## src/rtl/switch_control_pkg.sv

```systemverilog
// Shared constants and types for the router switch controller.
// Holds port indices, default sizes and the arbitration FSM encoding.
package switch_control_pkg;

    localparam int NPORT_DEF    = 5;
    localparam int TAM_FLIT_DEF = 16;
    localparam int IDX_W        = 3;

    localparam logic [IDX_W-1:0] EAST  = 3'd0;
    localparam logic [IDX_W-1:0] WEST  = 3'd1;
    localparam logic [IDX_W-1:0] NORTH = 3'd2;
    localparam logic [IDX_W-1:0] SOUTH = 3'd3;
    localparam logic [IDX_W-1:0] LOCAL = 3'd4;

    typedef enum logic [1:0] {
        S_IDLE  = 2'd0,
        S_ARB   = 2'd1,
        S_ROUTE = 2'd2,
        S_GRANT = 2'd3
    } state_e;

endpackage

```

## src/rtl/switch_control_xy_route_calc.sv

```systemverilog
// XY routing decision: resolve X first, then Y, else deliver locally.
// Ports: target (header X/Y), address (router X/Y), port (output index).
module xy_route_calc
    import switch_control_pkg::*;
(
    input  logic [7:0]       target,
    input  logic [7:0]       address,
    output logic [IDX_W-1:0] port
);

    logic [3:0] tx, ty, lx, ly;

    assign tx = target[7:4];
    assign ty = target[3:0];
    assign lx = address[7:4];
    assign ly = address[3:0];

    always_comb begin
        port = LOCAL;
        unique case (1'b1)
            (tx > lx):               port = EAST;
            (tx < lx):               port = WEST;
            (tx == lx && ty > ly):   port = NORTH;
            (tx == lx && ty < ly):   port = SOUTH;
            default:                 port = LOCAL;
        endcase
    end

endmodule

```

## src/rtl/switch_control.sv

```systemverilog
// Router switch controller: arbitrates header requests, routes XY, allocates outputs.
// Ports: clock, reset (async low); h/data_in/sender/address in; ack_h/mux_in/mux_out/free out.
module switch_control
    import switch_control_pkg::*;
#(
    parameter int NPORT    = NPORT_DEF,
    parameter int TAM_FLIT = TAM_FLIT_DEF
) (
    input  logic                      clock,
    input  logic                      reset,
    input  logic [NPORT-1:0]          h,
    input  logic [NPORT*TAM_FLIT-1:0] data_in,
    input  logic [NPORT-1:0]          sender,
    input  logic [7:0]                address,
    output logic [NPORT-1:0]          ack_h,
    output logic [NPORT*IDX_W-1:0]    mux_in,
    output logic [NPORT*IDX_W-1:0]    mux_out,
    output logic [NPORT-1:0]          free
);

    // Assert asynchronously, release on the second clock edge.
    logic rst_meta_q, rst_sync_q, rst_n;

    always_ff @(posedge clock or negedge reset) begin
        if (!reset) begin
            rst_meta_q <= 1'b0;
            rst_sync_q <= 1'b0;
        end else begin
            rst_meta_q <= 1'b1;
            rst_sync_q <= rst_meta_q;
        end
    end

    assign rst_n = rst_sync_q;

    state_e state_q, state_d;

    logic [NPORT-1:0]       ack_q, ack_d;
    logic [NPORT-1:0]       free_q, free_d;
    logic [NPORT-1:0]       blocked_q, blocked_d;
    logic [NPORT*IDX_W-1:0] mux_in_q, mux_in_d;
    logic [NPORT*IDX_W-1:0] mux_out_q, mux_out_d;
    logic [IDX_W-1:0]       sel_q, sel_d;
    logic [IDX_W-1:0]       dest_q, dest_d;
    logic [7:0]             hdr_q, hdr_d;

    logic [NPORT-1:0] req;
    logic [NPORT-1:0] rel;
    logic [IDX_W-1:0] pick;
    logic [7:0]       hdr_pick;
    logic [IDX_W-1:0] route_port;

    // Only the target byte of each header is consumed.
    logic unused_hdr;
    assign unused_hdr = ^data_in;

    assign req = h & ~blocked_q;

    // Lowest index wins: scan downward so the last hit is the smallest.
    always_comb begin
        pick     = '0;
        hdr_pick = '0;
        for (int i = NPORT - 1; i >= 0; i--) begin
            if (req[i]) begin
                pick     = IDX_W'(i);
                hdr_pick = data_in[i*TAM_FLIT +: 8];
            end
        end
    end

    // An allocated output frees itself once its source stops sending.
    always_comb begin
        rel = '0;
        for (int o = 0; o < NPORT; o++) begin
            rel[o] = !free_q[o] && !sender[mux_in_q[o*IDX_W +: IDX_W]];
        end
    end

    xy_route_calc u_xy (
        .target  (hdr_q),
        .address (address),
        .port    (route_port)
    );

    always_ff @(posedge clock or negedge rst_n) begin
        if (!rst_n) begin
            state_q <= S_IDLE;
        end else begin
            state_q <= state_d;
        end
    end

    always_comb begin
        state_d = state_q;
        unique case (state_q)
            S_IDLE:  if (|req) state_d = S_ARB;
            S_ARB:   state_d = S_ROUTE;
            S_ROUTE: state_d = S_GRANT;
            S_GRANT: state_d = S_IDLE;
            default: state_d = S_IDLE;
        endcase
    end

    // Grant looks at the pre-release free bit; a same-cycle release
    // still lands and wipes the blocked mask it would have set.
    always_comb begin
        ack_d     = '0;
        free_d    = free_q | rel;
        blocked_d = blocked_q;
        mux_in_d  = mux_in_q;
        mux_out_d = mux_out_q;
        sel_d     = sel_q;
        dest_d    = dest_q;
        hdr_d     = hdr_q;
        unique case (state_q)
            S_ARB: begin
                sel_d = pick;
                hdr_d = hdr_pick;
            end
            S_ROUTE: begin
                dest_d = route_port;
            end
            S_GRANT: begin
                if (free_q[dest_q]) begin
                    free_d[dest_q]                  = 1'b0;
                    mux_in_d[dest_q*IDX_W +: IDX_W] = sel_q;
                    mux_out_d[sel_q*IDX_W +: IDX_W] = dest_q;
                    ack_d[sel_q]                    = 1'b1;
                end else begin
                    blocked_d[sel_q] = 1'b1;
                end
            end
            default: begin
            end
        endcase
        if (|rel) blocked_d = '0;
    end

    always_ff @(posedge clock or negedge rst_n) begin
        if (!rst_n) begin
            ack_q     <= '0;
            free_q    <= '1;
            blocked_q <= '0;
            mux_in_q  <= '0;
            mux_out_q <= '0;
            sel_q     <= '0;
            dest_q    <= '0;
            hdr_q     <= '0;
        end else begin
            ack_q     <= ack_d;
            free_q    <= free_d;
            blocked_q <= blocked_d;
            mux_in_q  <= mux_in_d;
            mux_out_q <= mux_out_d;
            sel_q     <= sel_d;
            dest_q    <= dest_d;
            hdr_q     <= hdr_d;
        end
    end

    assign ack_h   = ack_q;
    assign free    = free_q;
    assign mux_in  = mux_in_q;
    assign mux_out = mux_out_q;

endmodule

```

## config.mk

```make
export PLATFORM = sky130hd
export DESIGN_NAME = switch_control
export DESIGN_NICKNAME = d
export VERILOG_FILES = /design/src/rtl/switch_control_pkg.sv /design/src/rtl/switch_control_xy_route_calc.sv /design/src/rtl/switch_control.sv
export SDC_FILE = /design/constraint.sdc
export NUM_CORES = 1
export LEC_CHECK = 0
export ABC_AREA = 1
export CAP_MARGIN = 20
export CORE_MARGIN = 2
export CORE_UTILIZATION = 45
export CTS_CLUSTER_DIAMETER = 120
export DETAILED_ROUTE_END_ITERATION = 8
export PLACE_DENSITY = 0.92
export SKIP_CTS_REPAIR_TIMING = 1
export SLEW_MARGIN = 20
export SYNTH_ARGS = -nofsm -noshare
export SYNTH_HDL_FRONTEND = slang
export SYNTH_SLANG_ARGS = --single-unit
```

## constraint.sdc

```tcl
create_clock -name clock -period 2.3 [get_ports clock]
set_input_delay 0.46 -clock clock [delete_from_list [all_inputs] [get_ports clock]]
set_output_delay 0.46 -clock clock [all_outputs]
set_load 0.05 [all_outputs]
```

==> out/qor.yml, run 1 <==
wl_per_cell_um: 13.5
initial_core_util_pct: 46.9
cp_top_family: "buffers and inverters"
nFillCells: 668
grtUsageTotal_pct: 23.3
regToRegSetupSlack_ns: 0.38
powerDensity_nw_per_um2: 1190
syn_area_um2: 3660
min_period_ns: 2.18
finalSetupViolCount: 0
ir_drop_mv: 0.478
syn2layout_area_growth_pct: 36.3
ys_seq_elements: 63
core_um2: 7810
path_buf_inv: 1
worst_path_largest_cell_delay_ns: 0.80
outcome: "complete, no violations"
rsz0062_at_grt: "false"
grt_busiest_layer: "met2"
syn_avg_cell_area_um2: 7.40
io_pins: 140
io_buffers: 99
die_w_um: 94.2
setup_tns_ns: 0
syn_inst: 495
met3_usage_pct: 6.74
grt_pass1_vias: 3659
slew_viol_final: 0
tritoncts: "built"
critPathMaxFanout: 4
drt_iter0_drc: 196
yosys-top-cells-area: "dfrtp_1 (40%), nand2_1 (15%), inv_1 (7.0%)"
critPathLaunchType: "flip-flop"
gp_congestion: 0.862
cts-root-buf: "clkbuf_8"
arrival_ns: 1.72
drive_above_1_share_pct: 7.20
async_reset_ff_share_pct: 100
rows: 32
place_ws_ns: 0.257
p_leak_nw: 2.35
yosysSeqAreaShare_pct: 43.2
detail_route.wirelength_um: 9630
grt_use_met2_pct: 41.3
synth_warnings: 0
grt.overflow.total: 0
relSlewSlack_pct: 44.9
cts_max_path_buffers: 2
finalNetCount: 725
final_common_cell: "nand2_1"
met1_usage_pct: 26.2
total_power_mw: 5.93
drt-pass1-iter-count: 5
drc: 0
grt_pass1_wl_um: 16100
synth_top_area_cell: "dfrtp_1"
viasPerCell: 5.26
grt_antenna_before_repair: 0
grt_max_degree: 40
ys.flop_type: "dfrtp_1"
htree_levels: 3
synth_cell_types: 31
synth_nets: 614
timing.final.ws_setup_ns: 0.121
hold_path.class: "primary input to async pin"
fin_crit_sh_pct: 94.7
n_antenna_cell: 0
cts.sinks: 63
skew_ns: 0.0123
crit_chain: "clkdlybuf4s50_1"
tightest_slew_ns: 0.827
max_freq_ghz: 0.459
hold_viol: 0
dp_hpwl_um: 7530
cpMaxStageDelayCell: "clkdlybuf4s50_1"
final_cell_mix: "nand2_1 (146), clkdlybuf4s50_1 (99), inv_1 (68)"
dieArea_um2: 8880
placed_cells: 697
synth_top_cell_area_share_pct: 39.6
synth-edff-count: 0
vias: 3747
timing_worst_setup_path_type: "flip-flop to primary output"
dieHeight_um: 94.2
clkSlewWorstSetupHoldPaths_ns: 0.08
antenna_left: 0
maxCapViolations: 0
cts_buffers: 9
stdcell_count: 713
crit_required_ns: 1.84
clock_latency_ns: 0.35
endpoint_kind: "primary output"
cells by family (layout without fill, tap and decap cells):
family                   count (synthesis)  in the layout  share of synthesized area (%)
XOR/XNOR                                 2              2                          0.478
flip-flops                              63             63                           43.2
adder cells (fa/ha/maj)                 19             19                           6.49
other                                    1              1                          0.102
AND/OR/NAND/NOR                        259            259                           31.2
AO/OA/AOI/OAI                           68             68                           9.53
buffers and inverters                   83            199                           8.95
cells in the mapped netlist, types with 2 or more instances:
cell,instances
nand4_1,24
o22ai_1,2
ha_1,19
nand3b_1,3
nor2_4,2
nor3_1,11
clkinv_1,2
nand3_1,36
nand2_2,5
dfstp_2,5
dfrtp_1,58
nor4_1,3
o21ai_1,16
inv_2,3
nand2_1,146
inv_1,68
clkbuf_1,6
o21ai_0,39
a21oi_1,8
nor2_1,27
buf_4,2
registers in the layout, indices dropped and copies added (netlist names):
signal      cells
mux_in         15
ack_h           5
sel_q           3
free            5
mux_out        15
rst_meta_q      1
hdr_q           8
blocked_q       5
rst_n           1
dest_q          3
state_q         2
power by group:
group | leakage [nW] | total [mW] | internal [mW] | switching (mW)
sequential | 0.820 | 1.79 | 1.47 | 0.320
combinational | 1.43 | 3.30 | 1.13 | 2.17
clock | 0.0926 | 0.831 | 0.410 | 0.421
path summary, 6_finish.rpt:
kind / start / end / cells past startpoint
min: reset / rst_meta_q / 1
min reg2reg: rst_n / mux_out[8] / 0
max reg2reg: dest_q[0] / mux_in[7] / 7
min in group clock: rst_meta_q / rst_n / 0
max: free[1] / free[1] / 1
max in group asynchronous: rst_n / mux_in[3] / 1
per-stage QoR:
step | utilization (%) | area (µm²) | hold WS (ns)
finish | 63.9 | 4990 | 0.258
global route | 63.9 | 4990 | 0.250
CTS | 63.9 | 4990 | 0.250
detailed placement | 61.8 | 4820 | 0.343
global placement | 61.8 | 4820 | 0.337
floorplan | - | 3660 | 0.164
cell type report:
type | instances | area (µm²) | share of cell area (%)
Clock inverter | 5 | 25.0 | 0.501
Tap cell | 102 | 128 | 2.56
Timing Repair Buffer | 110 | 1090 | 21.8
Clock buffer | 11 | 141 | 2.83
Inverter | 73 | 274 | 5.49
Multi-Input combinational cell | 349 | 1750 | 35.1
Sequential cell | 63 | 1590 | 31.8
routing by layer:
metal	wire (µm)	part of all wire, %
met5	0	0
met4	170	1.8
met3	777	8.1
met2	4890	51
met1	3800	39
(Power assumes the default switching activity.)
==> inputs of run 2 (changes only) <==
- GPL_ROUTABILITY_DRIVEN: not set -> 0
- SETUP_SLACK_MARGIN: not set -> 0.3
==> out/qor.yml, run 2 (synthesis gave the netlist of run 1 again) <==
crit_chain: "clkdlybuf4s50_1"
viasPerCell: 5.24
n_antenna_cell: 0
switchingPower_mw: 2.96
core_um2: 7810
switching_share_pct: 46.6
timing_worst_setup_path_type: "flip-flop to primary output"
worst_path_largest_cell_delay_ns: 0.81
skew_ns: 0.0116
combinationalPowerShare_pct: 53.0
initial_core_util_pct: 46.9
maxCapViolations: 0
clock_latency_ns: 0.35
io_pins: 140
grt_pass1_wl_um: 15800
hold_ws_ns: 0.281
final_common_cell: "nand2_1"
final_area_um2: 5180
dp_hpwl_um: 7530
dieHeight_um: 94.2
cts_buffers: 9
die_w_um: 94.2
path_buf_inv: 1
placed_cell_area_um2: 4830
wl_per_cell_um: 13.7
r2r-end: "mux_out[2]"
hold_path.class: "primary input to async pin"
fin_crit_sh_pct: 85.5
tightest_slew_ns: 0.757
grt_max_degree: 36
total_power_mw: 6.34
io_buffers: 99
critPathLaunchType: "flip-flop"
syn2layout_area_growth_pct: 41.6
cp_top_family: "buffers and inverters"
slew_viol_final: 0
clkPwrFrac_pct: 19.1
drt_iter0_drc: 143
seq_area_um2: 1590
p_leak_nw: 2.83
drc: 0
grt_pass1_vias: 3736
rows: 32
grt_antenna_before_repair: 0
setup_tns_ns: 0
clkSlewWorstSetupHoldPaths_ns: 0.07
grtUsageTotal_pct: 22.8
relSlewSlack_pct: 49.6
detail_route.wirelength_um: 9810
stdcell_count: 714
ir_drop_mv: 0.592
cts.sinks: 63
reg2regPathDepth: 10
max_freq_ghz: 0.508
seqPwrFrac_pct: 28.0
rr_startpoint: "dest_q[0]"
htree_levels: 3
cpMaxStageDelayCell: "clkdlybuf4s50_1"
finalNetCount: 726
critPathMaxFanout: 2
antenna_left: 0
powerDensity_nw_per_um2: 1220
min_period_ns: 1.97
multi_input_area_um2: 1770
endpoint_kind: "primary output"
cts-root-buf: "clkbuf_8"
hold_viol: 0
outcome: "complete, no violations"
drt-pass1-iter-count: 5
final_cell_mix: "nand2_1 (146), clkdlybuf4s50_1 (69), inv_1 (68)"
finalSetupViolCount: 0
arrival_ns: 1.51
nFillCells: 612
grt.overflow.total: 0
tritoncts: "built"
regToRegSetupSlack_ns: 0.45
dieArea_um2: 8880
timing.final.ws_setup_ns: 0.333
place_ws_ns: 0.220
placed_cells: 698
rsz0062_at_grt: "true"
drive_above_1_share_pct: 8.01
p_int_mw: 3.38
final_util_pct: 66.4
crit_required_ns: 1.84
cts_max_path_buffers: 2
vias: 3741
run 2: cell count changes in the layout (fill, tap and decap cells not counted), moves of 2 or more:
cell,delta
inv_4,+2
inv_2,-2
bufinv_16,+3
clkinv_2,-4
dlymetal6s2s_1,+30
clkdlybuf4s50_1,-30
run 2: power groups by stage:
stage / combinational [mW] / sequential, mW / clock [mW]
detailed placement: 3.30 / 1.78 / 0
finish: 3.36 / 1.77 / 1.21
global route: 3.69 / 1.82 / 1.28
CTS: 3.32 / 1.76 / 1.23
floorplan: 1.72 / 2.33 / 0
global placement: 3.17 / 1.76 / 0
run 2: final cells by class:
class / instances / area share [%]
inverters: 73 / 5.38
multi-input cells: 349 / 34.1
well taps: 102 / 2.46
clock buffers: 11 / 2.92
clock inverters: 5 / 2.00
flip-flops and latches: 63 / 30.6
repair buffers: 111 / 22.5
run 2: metal layers:
metal,wire length [µm],track usage [%],vias up
li1,-,-,1831
met1,3810,24.3,1712
met2,4990,42.7,171
met3,764,5.14,27
met4,234,10.0,0
met5,0,0,-
run 2: worst max path at each step:
| stage | start | to | slack, ns | cells after the start |
|---|---|---|---|---|
| global route | dest_q[0] | mux_in[8] | 0.29 | 7 |
| CTS | free[2] | free[2] | 0.1 | 1 |
| detailed placement | address[1] | dest_q[2] | 0.22 | 11 |
| global placement | address[7] | dest_q[2] | 0.32 | 10 |
| finish | mux_out[9] | mux_out[9] | 0.33 | 1 |
| floorplan | sel_q[0] | mux_out[0] | 0.38 | 10 |
==> inputs of run 3 (changes only) <==
- ABC_AREA: 1 -> 0
- GPL_TIMING_DRIVEN: not set -> 0
- PLACE_DENSITY: 0.92 -> 0.91
==> out/qor.yml, run 3 <==
critPathMaxFanout: 10
initial_core_util_pct: 46.2
outcome: "complete, no violations"
antenna_left: 0
endpoint_kind: "flip-flop"
vias: 3673
max_freq_ghz: 0.449
final_util_pct: 69.1
seqPwrFrac_pct: 26.3
syn_area_um2: 3800
drt-pass1-iter-count: 6
powerDensity_nw_per_um2: 1150
drt_iter0_drc: 281
async_reset_ff_share_pct: 100
tritoncts: "built"
wl_met1_um: 4410
dieArea_um2: 9190
core_um2: 8220
clkPwrFrac_pct: 16.4
finalSetupViolCount: 0
final_cell_mix: "clkdlybuf4s50_1 (68), dfrtp_1 (54), dlymetal6s2s_1 (31)"
syn_inst: 373
dieHeight_um: 95.9
place_ws_ns: -0.235
timing.final.ws_setup_ns: 0.0707
hold_path.class: "primary input to async pin"
synth_top_cell_area_share_pct: 38.2
clkSlewWorstSetupHoldPaths_ns: 0.07
drc: 0
synth_top_area_cell: "dfrtp_1"
drive_above_1_share_pct: 23.2
placed_cell_area_um2: 4980
slew_viol_final: 0
final_common_cell: "clkdlybuf4s50_1"
stdcell_count: 613
finalNetCount: 622
ys_seq_elements: 63
maxCapViolations: 0
cts_max_path_buffers: 2
timing_worst_setup_path_type: "flip-flop to flip-flop"
p_int_mw: 3.63
wl_met2_um: 5870
io_pins: 140
cts-root-buf: "clkbuf_8"
grt_pass1_wl_um: 16500
rows: 33
dp_hpwl_um: 7840
synth-edff-count: 0
yosysMostFrequentCell: "dfrtp_1"
top_layer: "met4"
synth_nets: 492
syn_avg_cell_area_um2: 10.2
syn2layout_area_growth_pct: 49.5
p_leak_nw: 2.88
ir_drop_mv: 0.552
ys.flop_type: "dfrtp_1"
synth_warnings: 0
viasPerCell: 5.99
yosysSeqAreaShare_pct: 41.7
htree_levels: 3
grtUsageTotal_pct: 23.3
grt.overflow.total: 0
cts.sinks: 63
wl_per_cell_um: 19.1
tightest_slew_ns: 0.567
crit_required_ns: 2.53
detail_route.wirelength_um: 11700
wl_met3_um: 932
yosys-top-cells-area: "dfrtp_1 (38%), mux2_2 (7.7%), ha_1 (6.3%)"
clock_latency_ns: 0.36
die_w_um: 95.9
io_buffers: 99
grt_max_degree: 62
n_antenna_cell: 0
hold_viol: 0
min_period_ns: 2.23
critPathLaunchType: "flip-flop"
grt_pass1_vias: 3513
skew_ns: 0.0180
switchingPower_mw: 2.92
grt_antenna_before_repair: 0
relSlewSlack_pct: 62.2
cts_buffers: 9
synth_cell_types: 57
placed_cells: 578
switching_share_pct: 44.6
arrival_ns: 2.46
combinationalPowerShare_pct: 57.3
synth_commonest_cells: "dfrtp_1 (58), inv_1 (32), mux2_2 (26), o21ai_0 (22)"
final_area_um2: 5680
rsz0062_at_grt: "true"
setup_tns_ns: 0
fin_crit_sh_pct: 96.9
==> run 3: cell count changes after synthesis, moves of 8 or more <==
cell / previous run / this run
inv_1: 68 / 32
mux2i_1: 0 / 15
o21ai_0: 39 / 22
nand3_1: 36 / 3
mux2_2: 0 / 26
nor2_1: 27 / 12
nand4_1: 24 / 0
nor2b_1: 0 / 15
a31oi_1: 1 / 19
and3b_1: 0 / 9
o21ai_1: 16 / 0
o211a_1: 0 / 8
nand2_1: 146 / 16
==> run 3: critical path, stage by stage, from the launching register on <==
cell,delay [ns]
dfrtp_1,0.44
clkbuf_1,0.30
nor2b_2,0.28
mux2i_1,0.18
a2111o_1,0.57
mux2_1,0.34
==> run 3: worst paths after layout <==
path / startpoint / endpoint / slack [ns] / depth (start not counted)
worst min-delay path: reset / rst_meta_q / 0.27 / 1
worst max register to register: dest_q[2] / mux_in[8] / 0.07 / 5
worst max-delay path: dest_q[2] / mux_in[8] / 0.07 / 5
min in group clock: rst_meta_q / rst_n / 0.35 / 0
max in group asynchronous: rst_n / free[3] / 1.70 / 1
worst min register to register: rst_n / mux_in[7] / 0.31 / 1
==> run 3: cell families (layout without fill, tap and decap cells) <==
group	count (synthesis)	in the layout	share of synthesized area [%]
compound gates	92	92	17.3
xor+xnor	2	2	0.461
fa+ha+maj	19	19	6.26
buf+inv	50	185	5.34
flops	63	63	41.7
mux	46	46	13.1
other cells	1	1	0.0988
simple gates	100	100	15.7
==> run 3: power groups by stage <==
stage	Combinational [mW]	Clock [mW]	Sequential (mW)
5_1_grt	3.98	1.12	1.75
6_report	3.75	1.07	1.72
2_1_floorplan	1.60	0	2.18
4_1_cts	3.04	1.07	1.70
3_5_place_dp	3.01	0	1.72
3_3_place_gp	2.87	0	1.71
==> run 3: area by class of cell <==
| class | count | area (µm²) |
|---|---|---|
| fill | 550 | 2540 |
| buffer | 17 | 121 |
| clock inverter | 4 | 70.1 |
| sequential | 63 | 1590 |
| clock buffer | 12 | 145 |
| timing repair buffer | 119 | 1270 |
| inverter | 33 | 131 |
| multi-input combinational | 260 | 2220 |
| tap | 105 | 131 |
==> run 3: through the flow <==
step           power (mW)  hold WS, ns
3_5_place_dp         4.73        0.330
5_1_grt              6.86        0.271
2_1_floorplan        3.79        0.164
3_3_place_gp         4.58        0.334
4_1_cts              5.81        0.269
6_report             6.55        0.268
==> run 3: metal layers <==
metal	track usage, %	up-vias
li1	-	1632
met1	27.0	1760
met2	41.6	231
met3	4.93	50
met4	9.88	0
met5	0	-
